### config.mk
export PLATFORM = sky130hd
export DESIGN_NAME = inport_controller
export DESIGN_NICKNAME = d
export VERILOG_FILES = /design/src/rtl/inport_controller_pkg.sv /design/src/rtl/inport_controller_key_debouncer.sv /design/src/rtl/inport_controller.sv
export SDC_FILE = /design/constraint.sdc
export NUM_CORES = 1
export LEC_CHECK = 0
export ABC_AREA = 1
export BUFFER_PORTS_ARGS = -buffer_cell sky130_fd_sc_hd__buf_2
export CAP_MARGIN = 20
export CORE_MARGIN = 5
export CORE_UTILIZATION = 56
export CTS_BUF_LIST = sky130_fd_sc_hd__clkbuf_4 sky130_fd_sc_hd__clkbuf_8
export DETAILED_ROUTE_END_ITERATION = 7
export PLACE_DENSITY = 0.95
export SKIP_LAST_GASP = 1
export SYNTH_ARGS = -nofsm -noshare
export SYNTH_HDL_FRONTEND = slang
export SYNTH_SLANG_ARGS = --single-unit
### constraint.sdc
create_clock -name clk -period 2.15 [get_ports clk]
set_input_delay 0.3225 -clock clk [delete_from_list [all_inputs] [get_ports clk]]
set_output_delay 0.3225 -clock clk [all_outputs]
set_load 0.1 [all_outputs]
### src/rtl/inport_controller_pkg.sv
`default_nettype none
// ============================================================================
// Module      : inport_controller_pkg
// Description : Shared constants and state encoding for the CPU input port.
// Revision    : 1.0 - initial release
// ============================================================================
package inport_controller_pkg;

    localparam int INPORT_WORD_WIDTH       = 32;
    localparam int DEFAULT_DEBOUNCE_CYCLES = 16;

    typedef enum logic [0:0] {
        INPORT_EMPTY = 1'b0,
        INPORT_FULL  = 1'b1
    } inport_state_t;

endpackage
`default_nettype wire

### src/rtl/inport_controller_key_debouncer.sv
`default_nettype none
// ============================================================================
// Module      : key_debouncer
// Description : 2-flop synchronizer plus counter debouncer for an active-low
//               key; pulses out_fall_pulse on the edge the level drops.
// Revision    : 1.0 - initial release
// ============================================================================
module key_debouncer
    import inport_controller_pkg::*;
#(
    parameter int DEBOUNCE_CYCLES = DEFAULT_DEBOUNCE_CYCLES
) (
    input  logic clk,
    input  logic reset,
    input  logic in_raw,
    output logic out_level,
    output logic out_fall_pulse
);

    localparam int CNT_W = (DEBOUNCE_CYCLES > 2) ? $clog2(DEBOUNCE_CYCLES) : 1;
    localparam logic [CNT_W-1:0] c_cnt_last = CNT_W'(DEBOUNCE_CYCLES - 1);

    logic             r_sync1;
    logic             r_sync2;
    logic             r_level;
    logic [CNT_W-1:0] r_cnt;
    logic             w_differ;
    logic             w_flip;

    assign w_differ = (r_sync2 != r_level);
    assign w_flip   = w_differ && (r_cnt == c_cnt_last);

    always_ff @(posedge clk) begin
        if (reset) begin
            r_sync1 <= 1'b1;
            r_sync2 <= 1'b1;
            r_level <= 1'b1;
            r_cnt   <= '0;
        end else begin
            r_sync1 <= in_raw;
            r_sync2 <= r_sync1;
            if (w_flip) begin
                r_level <= r_sync2;
                r_cnt   <= '0;
            end else if (w_differ) begin
                r_cnt   <= r_cnt + 1'b1;
            end else begin
                // Any agreeing cycle restarts the count, rejecting short bounces.
                r_cnt   <= '0;
            end
        end
    end

    // Combinational so the consumer acts on the same edge the level flips.
    assign out_fall_pulse = w_flip && r_level;
    assign out_level      = r_level;

endmodule
`default_nettype wire

### src/rtl/inport_controller.sv
`default_nettype none
// ============================================================================
// Module      : inport_controller
// Description : Debounced-key switch capture into a one-entry buffer feeding
//               the CPU datapath inport, with read handshake and overrun flag.
// Revision    : 1.0 - initial release
// ============================================================================
module inport_controller
    import inport_controller_pkg::*;
#(
    parameter int DATA_WIDTH      = 8,
    parameter int DEBOUNCE_CYCLES = DEFAULT_DEBOUNCE_CYCLES
) (
    input  logic                         clk,
    input  logic                         reset,
    input  logic [DATA_WIDTH-1:0]        in_switches,
    input  logic                         in_button,
    input  logic                         in_inport_read,
    output logic [INPORT_WORD_WIDTH-1:0] out_inport,
    output logic                         out_ready,
    output logic                         out_overrun
);

    logic [DATA_WIDTH-1:0] r_sw_sync1;
    logic [DATA_WIDTH-1:0] r_sw_sync2;
    logic                  r_prev_read;
    logic [DATA_WIDTH-1:0] r_data;
    logic                  r_overrun;
    inport_state_t         r_state;

    logic [DATA_WIDTH-1:0] w_data_nxt;
    logic                  w_overrun_nxt;
    inport_state_t         w_state_nxt;
    logic                  w_press;
    logic                  w_read_evt;
    logic                  w_key_level;

    key_debouncer #(
        .DEBOUNCE_CYCLES (DEBOUNCE_CYCLES)
    ) u_key_debouncer (
        .clk            (clk),
        .reset          (reset),
        .in_raw         (in_button),
        .out_level      (w_key_level),
        .out_fall_pulse (w_press)
    );

    assign w_read_evt = in_inport_read & ~r_prev_read;

    always_ff @(posedge clk) begin
        if (reset) begin
            r_sw_sync1  <= '0;
            r_sw_sync2  <= '0;
            r_prev_read <= 1'b0;
            r_data      <= '0;
            r_overrun   <= 1'b0;
            r_state     <= INPORT_EMPTY;
        end else begin
            r_sw_sync1  <= in_switches;
            r_sw_sync2  <= r_sw_sync1;
            r_prev_read <= in_inport_read;
            r_data      <= w_data_nxt;
            r_overrun   <= w_overrun_nxt;
            r_state     <= w_state_nxt;
        end
    end

    always_comb begin
        w_state_nxt   = r_state;
        w_data_nxt    = r_data;
        w_overrun_nxt = r_overrun;
        case (r_state)
            INPORT_EMPTY: begin
                if (w_press) begin
                    w_data_nxt  = r_sw_sync2;
                    w_state_nxt = INPORT_FULL;
                end
            end
            INPORT_FULL: begin
                if (w_read_evt) begin
                    // A read clears overrun; a coincident press refills the slot.
                    w_overrun_nxt = 1'b0;
                    if (w_press) begin
                        w_data_nxt = r_sw_sync2;
                    end else begin
                        w_state_nxt = INPORT_EMPTY;
                    end
                end else if (w_press) begin
                    w_overrun_nxt = 1'b1;
                end
            end
            default: w_state_nxt = INPORT_EMPTY;
        endcase
    end

    assign out_inport  = INPORT_WORD_WIDTH'(r_data);
    assign out_ready   = (r_state == INPORT_FULL);
    assign out_overrun = r_overrun;

    logic w_unused;
    assign w_unused = w_key_level;

endmodule
`default_nettype wire
After elaboration in Yosys (flattened, before gate mapping)
Cells that the tools add are included.
- bits in registers: 34
- input port bits: 12
- output and inout bits: 34
- word-level logic and storage cells: 31
- add/subtract/negate cells: 1
- equal/unequal tests: 3
- multiplexer cells: 8
- bitwise logic cells: 4
- reduce and logical (&&, ||, !) cells: 5
- operators with widths (operator ; number):
    $mux 8 ; 2
    $pmux 8 s2 ; 1
    $add 4x1->4 const B ; 1
    $eq 4x4->1 const B ; 1
    $mux 1 ; 4
    $not 1->1 ; 3
    $reduce_or 3->1 ; 1
    $logic_and 1x1->1 ; 2
    $ne 2x1->1 const B ; 1
    $pmux 1 s2 ; 1
    $reduce_and 2->1 ; 1
    $reduce_bool 2->1 ; 1
    $and 1x1->1 ; 1
    $ne 1x1->1 ; 1

Depth between registers and ports, before layout
Gate-level depths: netlist (run 1).
- word-level depth: 6
- gate-level depth with buffers: 7
- depth with buffers taken out: 6

By module
A second synthesis (run 1) with hierarchy kept.
- cells, all modules: 173
- area total of the unflattened synthesis: 1387.6 um^2
- by module, submodules not included (module ; instances ; cells each ; area an instance (um^2) ; seq. area each (um^2)):
    inport_controller ; 1 ; 140 ; 1113.6 ; 540.5
    key_debouncer ; 1 ; 33 ; 274.0 ; 140.1

Worst setup path after synthesis (run 1)
OpenSTA, ideal clock, no wires.
- path kind: reg2reg
- from: register r_state (netlist: out_ready)
- to: register r_data[0]
- library setup time: 0.117 ns
- arrival time: 1.671 ns
- required time: 2.033 ns
- setup slack: 0.363 ns
- cell stages (with the launch flop): 5
- path buffers: 1
- period minus slack after synthesis: 1.787 ns
- cells stage by stage: dfxtp_1 -> nand2_2 -> buf_4 -> a21oi_2 -> nor2_2
- word-level cells in the longest chain between the ends: 2
- elaborated cells on any way between the ends: 3
- classes of those cells: 1 x eq/ne; 1 x mux; 1 x bitwise
- ends and longest elaborated chain (what ; line ; text):
    from (decl) ; inport_controller.sv:29 ; inport_state_t r_state;
    from (signal assigned) ; inport_controller.sv:64 ; r_state <= w_state_nxt;
    $not 1->1 ; n/a ;
    $pmux 8 s2 ; inport_controller.sv:72 ; case (r_state)
    to (signal assigned) ; inport_controller.sv:62 ; r_data <= w_data_nxt;
    to (decl) ; inport_controller.sv:27 ; logic [DATA_WIDTH-1:0] r_data;
Parallel ways exist; a longest one is shown, timed or not.
A chain may end at the register's enable or synchronous reset.

Worst setup path after layout (run 1)
- from: register r_state (netlist: out_ready)
- to: output port out_ready
- RTL lines (what ; line ; text):
    to (decl) ; inport_controller.sv:20 ; output logic out_ready,
No word-level cell between the ends.

==> flow_summary.toml, run 1 <==
[outcome]
status = "complete, no violations"

[sta]
fin_crit_sh = 0.734
clock-skew-final_ns = 0.00334
min_period_ns = 1.58
hold_slack_ns = 0.171
final_max_slew_viol_count = 0
setup_viol = 0
setup_tns_ns = 0
rsz0062_at_grt = "no"
hold_viol_final = 0
fmax_mhz = 634

[detailed_routing]
drt-total-wl_mm = 1.87
top_layer = "met4"
met2_length_um = 784
drt_iter0_markers = 14
drtPass1Iterations = 4
avgViaCountPerCell = 4.10
wire_per_inst_um = 8.45
post-route-drc-count = 0
drtAntennaViolNets = 0
wl_met3_um = 217
met1_length_um = 811
vias = 905

[yosys]
synth_area_mm2 = 0.00145
seq_area_frac_synth = 0.471
synth.distinct_cells = 22
yosysWarnings = 0
syn_area_per_cell_um2 = 8.61
ys_ff_latch = 34
synth_cells = 168

[worst_setup_path]
worstRegToRegCells = 6
worstSetupEndpointType = "output port"
cpMaxStageDelayCell = "buf_2"
cp_num_buf_inv = 1
path_max_fanout = 5
crit_type = "reg -> out"
crit_chain = "buf_2"
max_stage_delay_ns = 0.47
cp.required_ns = 1.83
path_delay_family = "buffers and inverters"
worst_setup_path_start_kind = "flop"
worst-path-stages = 1
arrival_ns = 1.26

[global_routing]
grt_pass1_wl_mm = 3.10
overflow = 0
grt_antenna_before_repair = 0
grt_pass1_vias = 776
grt.total_usage = 0.120
grt_max_degree = 22

[place]
dp_hpwl_mm = 1.43
port-buffer-count = 21
dp.cells = 213
place.gp.congestion = 0.739

[clock_tree]
cts_setup_buffers = 0
clkTransAtPathRegs_ns = 0.09
cts_buffer_depth = 2
htree_levels = 2
cts_buffers = 5
cts_resized = 0
clock-root-buffer = "clkbuf_4"
cts.sinks = 34
hold_buffers = 0
clkLatencyLatePin_ns = 0.33
cts_tree = "built"

[floorplan]
start_util = 0.584
dieArea_mm2 = 0.00370
fp.dieW_um = 60.8
io_pins = 46
die_y_um = 60.8
fp-row-count = 18
coreArea_mm2 = 0.00248

[power_and_ir_drop]
leakagePower_nw = 0.780
powerDensity_mw_per_mm2 = 818
finalPower_mw = 1.24
ir_drop_mv = 0.549

[cells_and_area]
fin_nets = 203
antenna_cells = 0
drive_above_1_share = 0.277
finalNonFillerCells = 221
final_cell_mix = "dfxtp_1 (34), inv_1 (29), conb_1 (24), nor2_1 (22), buf_2 (21)"
layout_commonest_cell = "dfxtp_1"
areaGrowthSynthToFinish_pct = 5.10
n_fill_cell = 228

[run]
cap_violations = 0

[hold_path]
whs_path_depth = 2
min_path_type = "in -> reg"
## synth_stat cells
| master | count | share of area |
|---|---|---|
| conb_1 | 1 | 0.0026 |
| buf_12 | 1 | 0.014 |
| xnor2_1 | 1 | 0.0061 |
| nor2_2 | 8 | 0.035 |
| or2_2 | 2 | 0.0086 |
| ha_1 | 1 | 0.0086 |
| xor2_1 | 2 | 0.012 |
| o211ai_1 | 1 | 0.0052 |
| inv_2 | 1 | 0.0026 |
| nand2_2 | 1 | 0.0043 |
| nand3_4 | 1 | 0.012 |
| clkbuf_1 | 3 | 0.0078 |
| a21oi_1 | 1 | 0.0035 |
| nor2_8 | 1 | 0.014 |
| a21oi_2 | 9 | 0.055 |
| inv_1 | 29 | 0.075 |
| dfxtp_1 | 34 | 0.47 |
| nand2_1 | 12 | 0.031 |
| nand2_4 | 1 | 0.0078 |
| buf_4 | 25 | 0.13 |
| nor2_1 | 22 | 0.057 |
| nand3_1 | 11 | 0.038 |
## path summary, 6_finish.rpt
path	start	slack, ns	endpoint
min reg2reg	r_sw_sync1[7]	0.40	r_sw_sync2[7]
min	in_button	0.17	u_key_debouncer.r_sync1
max reg2reg	u_key_debouncer.r_cnt[0]	0.79	r_data[5]
max	out_ready	0.57	out_ready
## per-stage QoR
step | setup WS [ns] | cell area, um2 | utilization
after global placement | 0.849 | 1460 | 0.588
after floorplan | 0.363 | 1530 | -
after detailed placement | 0.797 | 1460 | 0.588
final | 0.572 | 1520 | 0.614
after CTS | 0.539 | 1520 | 0.614
after global routing | 0.509 | 1520 | 0.614
## sequential cells by signal, summed over array words and instances (netlist names)
signal                     count
r_sw_sync1                     8
u_key_debouncer.out_level      1
r_sw_sync2                     8
r_prev_read                    1
out_ready                      1
u_key_debouncer.r_cnt          4
r_data                         8
u_key_debouncer.r_sync1        1
u_key_debouncer.r_sync2        1
out_overrun                    1
## power breakdown
group	leakage, nW	internal (mW)	switching (mW)	total, mW
Sequential	0.278	0.646	0.00454	0.651
Combinational	0.464	0.0178	0.209	0.226
Clock	0.0387	0.171	0.196	0.367
## cells by family (layout without fill, tap and decap cells)
kind of cell,Yosys count,in the layout,share of synthesized area
DFF,34,34,0.471
and+or+nand+nor,59,59,0.208
other,1,24,0.00259
adders and majority gates,1,1,0.00865
xor gates and xnor gates,3,3,0.0182
AOI/OAI and AO/OA,11,11,0.0632
buffers and inverters,59,59,0.229
## final cells by class
cell class | count | area [um2] | area share
flip-flops and latches | 34 | 681 | 0.448
clock inverters | 1 | 5.00 | 0.00329
well taps | 30 | 37.5 | 0.0247
multi-input cells | 98 | 520 | 0.342
repair buffers | 21 | 105 | 0.0691
clock buffers | 7 | 58.8 | 0.0387
inverters | 30 | 113 | 0.0741
## routing by layer
metal  global-route usage  up-vias
li1                     -      491
met1                0.138      368
met2                0.168       41
met3               0.0660        5
met4               0.0836        0
met5                    0        -
(Power assumes the default switching activity.)
==> run 2, diff against run 1 <==
- ABC_AREA: 1 -> 0
- CORE_UTILIZATION: 56 -> 46
- PLACE_DENSITY: 0.95 -> 0.86
- clock period: 2.15 -> 1.29 ns (I/O delays scaled with it)
==> flow_summary.toml, run 2 <==
[cells_and_area]
antenna_cells = 0
final_cell_mix = "dfxtp_1 (31), conb_1 (24), nor2b_1 (18), nand2b_1 (16), buf_2 (11)"
layout_commonest_cell = "dfxtp_1"
finalNonFillerCells = 188
final_area_mm2 = 0.00164
n_fill_cell = 236
areaGrowthSynthToFinish_pct = 19.8
fin_nets = 170
drive_above_1_share = 0.274
reg_top3 = "r_data: 8 flops, r_sw_sync1: 8 flops, r_sw_sync2: 8 flops"

[floorplan]
start_util = 0.487
coreArea_mm2 = 0.00281
dieArea_mm2 = 0.00416
fp.dieW_um = 64.5
fp-row-count = 19
io_pins = 46
die_y_um = 64.5

[hold_path]
min_path_type = "in -> reg"

[worst_setup_path]
worst_setup_path_start_kind = "flop"
crit_type = "reg -> reg"
arrival_ns = 1.52
worstSetupEndpointType = "flop"
path_max_fanout = 8
cp.required_ns = 1.54

[detailed_routing]
avgViaCountPerCell = 4.15
vias = 780
wire_per_inst_um = 9.69
drt_iter0_markers = 7
drtPass1Iterations = 3
post-route-drc-count = 0
drtAntennaViolNets = 0
drt-total-wl_mm = 1.82

[power_and_ir_drop]
power_frac_comb = 0.169
p_clk_frac = 0.346
finalPower_mw = 2.23
ir_drop_mv = 0.777
pwr-share-seq = 0.486
p_switching_mw = 0.661
switching_share = 0.297
leakagePower_nw = 0.685
powerDensity_mw_per_mm2 = 1360
p_int_mw = 1.57

[yosys]
synthTopCellsByCount = "dfxtp_1 (34), buf_4 (24), nor2b_1 (18)"
synth_compound_area_frac = 0.0431
synth_edf_count = 0
seq_area_frac_synth = 0.499
yosys.area_share.simple = 0.217
ys_ff_latch = 34
synthXorXnorAreaFrac = 0.0192
synth_flop_cell = "dfxtp_1"
synthAdderAreaFrac = 0.00917
synth_top_area_cell = "dfxtp_1"
synth_area_mm2 = 0.00137
synth_area_leaders = "dfxtp_1 (50%), buf_4 (13%), nor2b_1 (8.2%)"
synth_cells = 130
yosysWarnings = 0
synth_top_family_by_area = "simple AND/OR/NAND/NOR gates"
async_flop_share = 0
synth.distinct_cells = 23
synthMuxAreaShare = 0.0587
syn_area_per_cell_um2 = 10.5
synth_top_cell_area_share = 0.499
synth_most_common_cell = "dfxtp_1"

[sta]
rsz0062_at_grt = "yes"
min_period_ns = 1.27
hold_slack_ns = 0.0465
fin_crit_sh = 0.982
hold_viol_final = 0
fmax_mhz = 789
fin_ws_ns = 0.0231
maxSlewHeadroom = 0.658
worst_slew_pin_slew_ns = 0.512
final_max_slew_viol_count = 0
clock-skew-final_ns = 0.00481
setup_viol = 0

[place]
port-buffer-count = 21
dp_hpwl_mm = 1.38
dp.cells = 180
post-place-ws_ns = -0.128
place_area_mm2 = 0.00152
place.gp.congestion = 0.720

[global_routing]
grt_antenna_before_repair = 0
overflow = 0
grt_pass1_wl_mm = 3.02
grt_pass1_vias = 710
grt_max_degree = 41
grt.total_usage = 0.0961

[clock_tree]
cts_buffers = 5
cts.sinks = 34
htree_levels = 2
cts_buffer_depth = 2
hold_buffers = 0
cts_tree = "built"
clkTransAtPathRegs_ns = 0.10
clkLatencyLatePin_ns = 0.32
clock-root-buffer = "clkbuf_4"

[outcome]
status = "complete, no violations"

[run]
cap_violations = 0
==> run 2: what timing repair did <==
item                       in CTS  in global routing
setup endpoints to repair      13                  6
setup buffers                   1                  0
pin swaps                       1                  0
resized for setup               6                  1
==> run 2: power groups by stage <==
stage	sequential (mW)	clock [mW]	combinational, mW
5_1_grt	1.09	0.852	0.389
4_1_cts	1.08	0.785	0.375
6_report	1.08	0.770	0.376
2_1_floorplan	1.11	0	0.409
3_5_place_dp	1.11	0	0.373
3_3_place_gp	1.11	0	0.370
==> run 2: final timing paths <==
path | startpoint | endpoint | slack [ns] | cells past startpoint
min | in_button | u_key_debouncer.r_sync1 | 0.05 | 2
max | u_key_debouncer.r_cnt[1] | r_data[7] | 0.02 | 5
min reg2reg | u_key_debouncer.r_sync1 | u_key_debouncer.r_sync2 | 0.42 | 1
max reg2reg | u_key_debouncer.r_cnt[1] | r_data[7] | 0.02 | 5
==> run 2: routing by layer <==
metal | part of all wire | track usage | up-vias
li1 | - | - | 418
met1 | 0.43 | 0.109 | 320
met2 | 0.44 | 0.146 | 36
met3 | 0.11 | 0.0484 | 6
met4 | 0.024 | 0.0554 | 0
met5 | 0 | 0 | -
==> run 2: worst max-delay path, cell delays in order, from the launching register on <==
cell and delay [ns]:
dfxtp_2 0.36, ha_4 0.15, nand3_4 0.07, a2111oi_4 0.21, buf_6 0.20, mux2i_1 0.21
==> run 2: per-stage QoR <==
| step | setup TNS, ns | utilization |
|---|---|---|
| floorplan | -1.58 | - |
| global placement | -0.320 | 0.543 |
| detailed placement | -0.686 | 0.543 |
| CTS | 0 | 0.581 |
| global route | -0.0552 | 0.583 |
| finish | 0 | 0.583 |
==> run 2: cell families (layout without fill, tap and decap cells) <==
logic type	count (synthesis)	in the layout
and+or+nand+nor	47	47
DFF	34	34
buffers and inverters	31	35
muxes	8	8
AOI/OAI and AO/OA	5	5
xor gates and xnor gates	3	3
adders and majority gates	1	1
other	1	24
==> run 2: final cells by class <==
| cell class | count | area, um2 | share of cell area |
|---|---|---|---|
| inverter | 3 | 11.3 | 0.00689 |
| timing repair buffer | 25 | 226 | 0.138 |
| clock buffer | 6 | 51.3 | 0.0314 |
| multi-input combinational | 88 | 591 | 0.361 |
| tap | 31 | 38.8 | 0.0237 |
| clock inverter | 1 | 30.0 | 0.0184 |
| sequential | 34 | 687 | 0.420 |
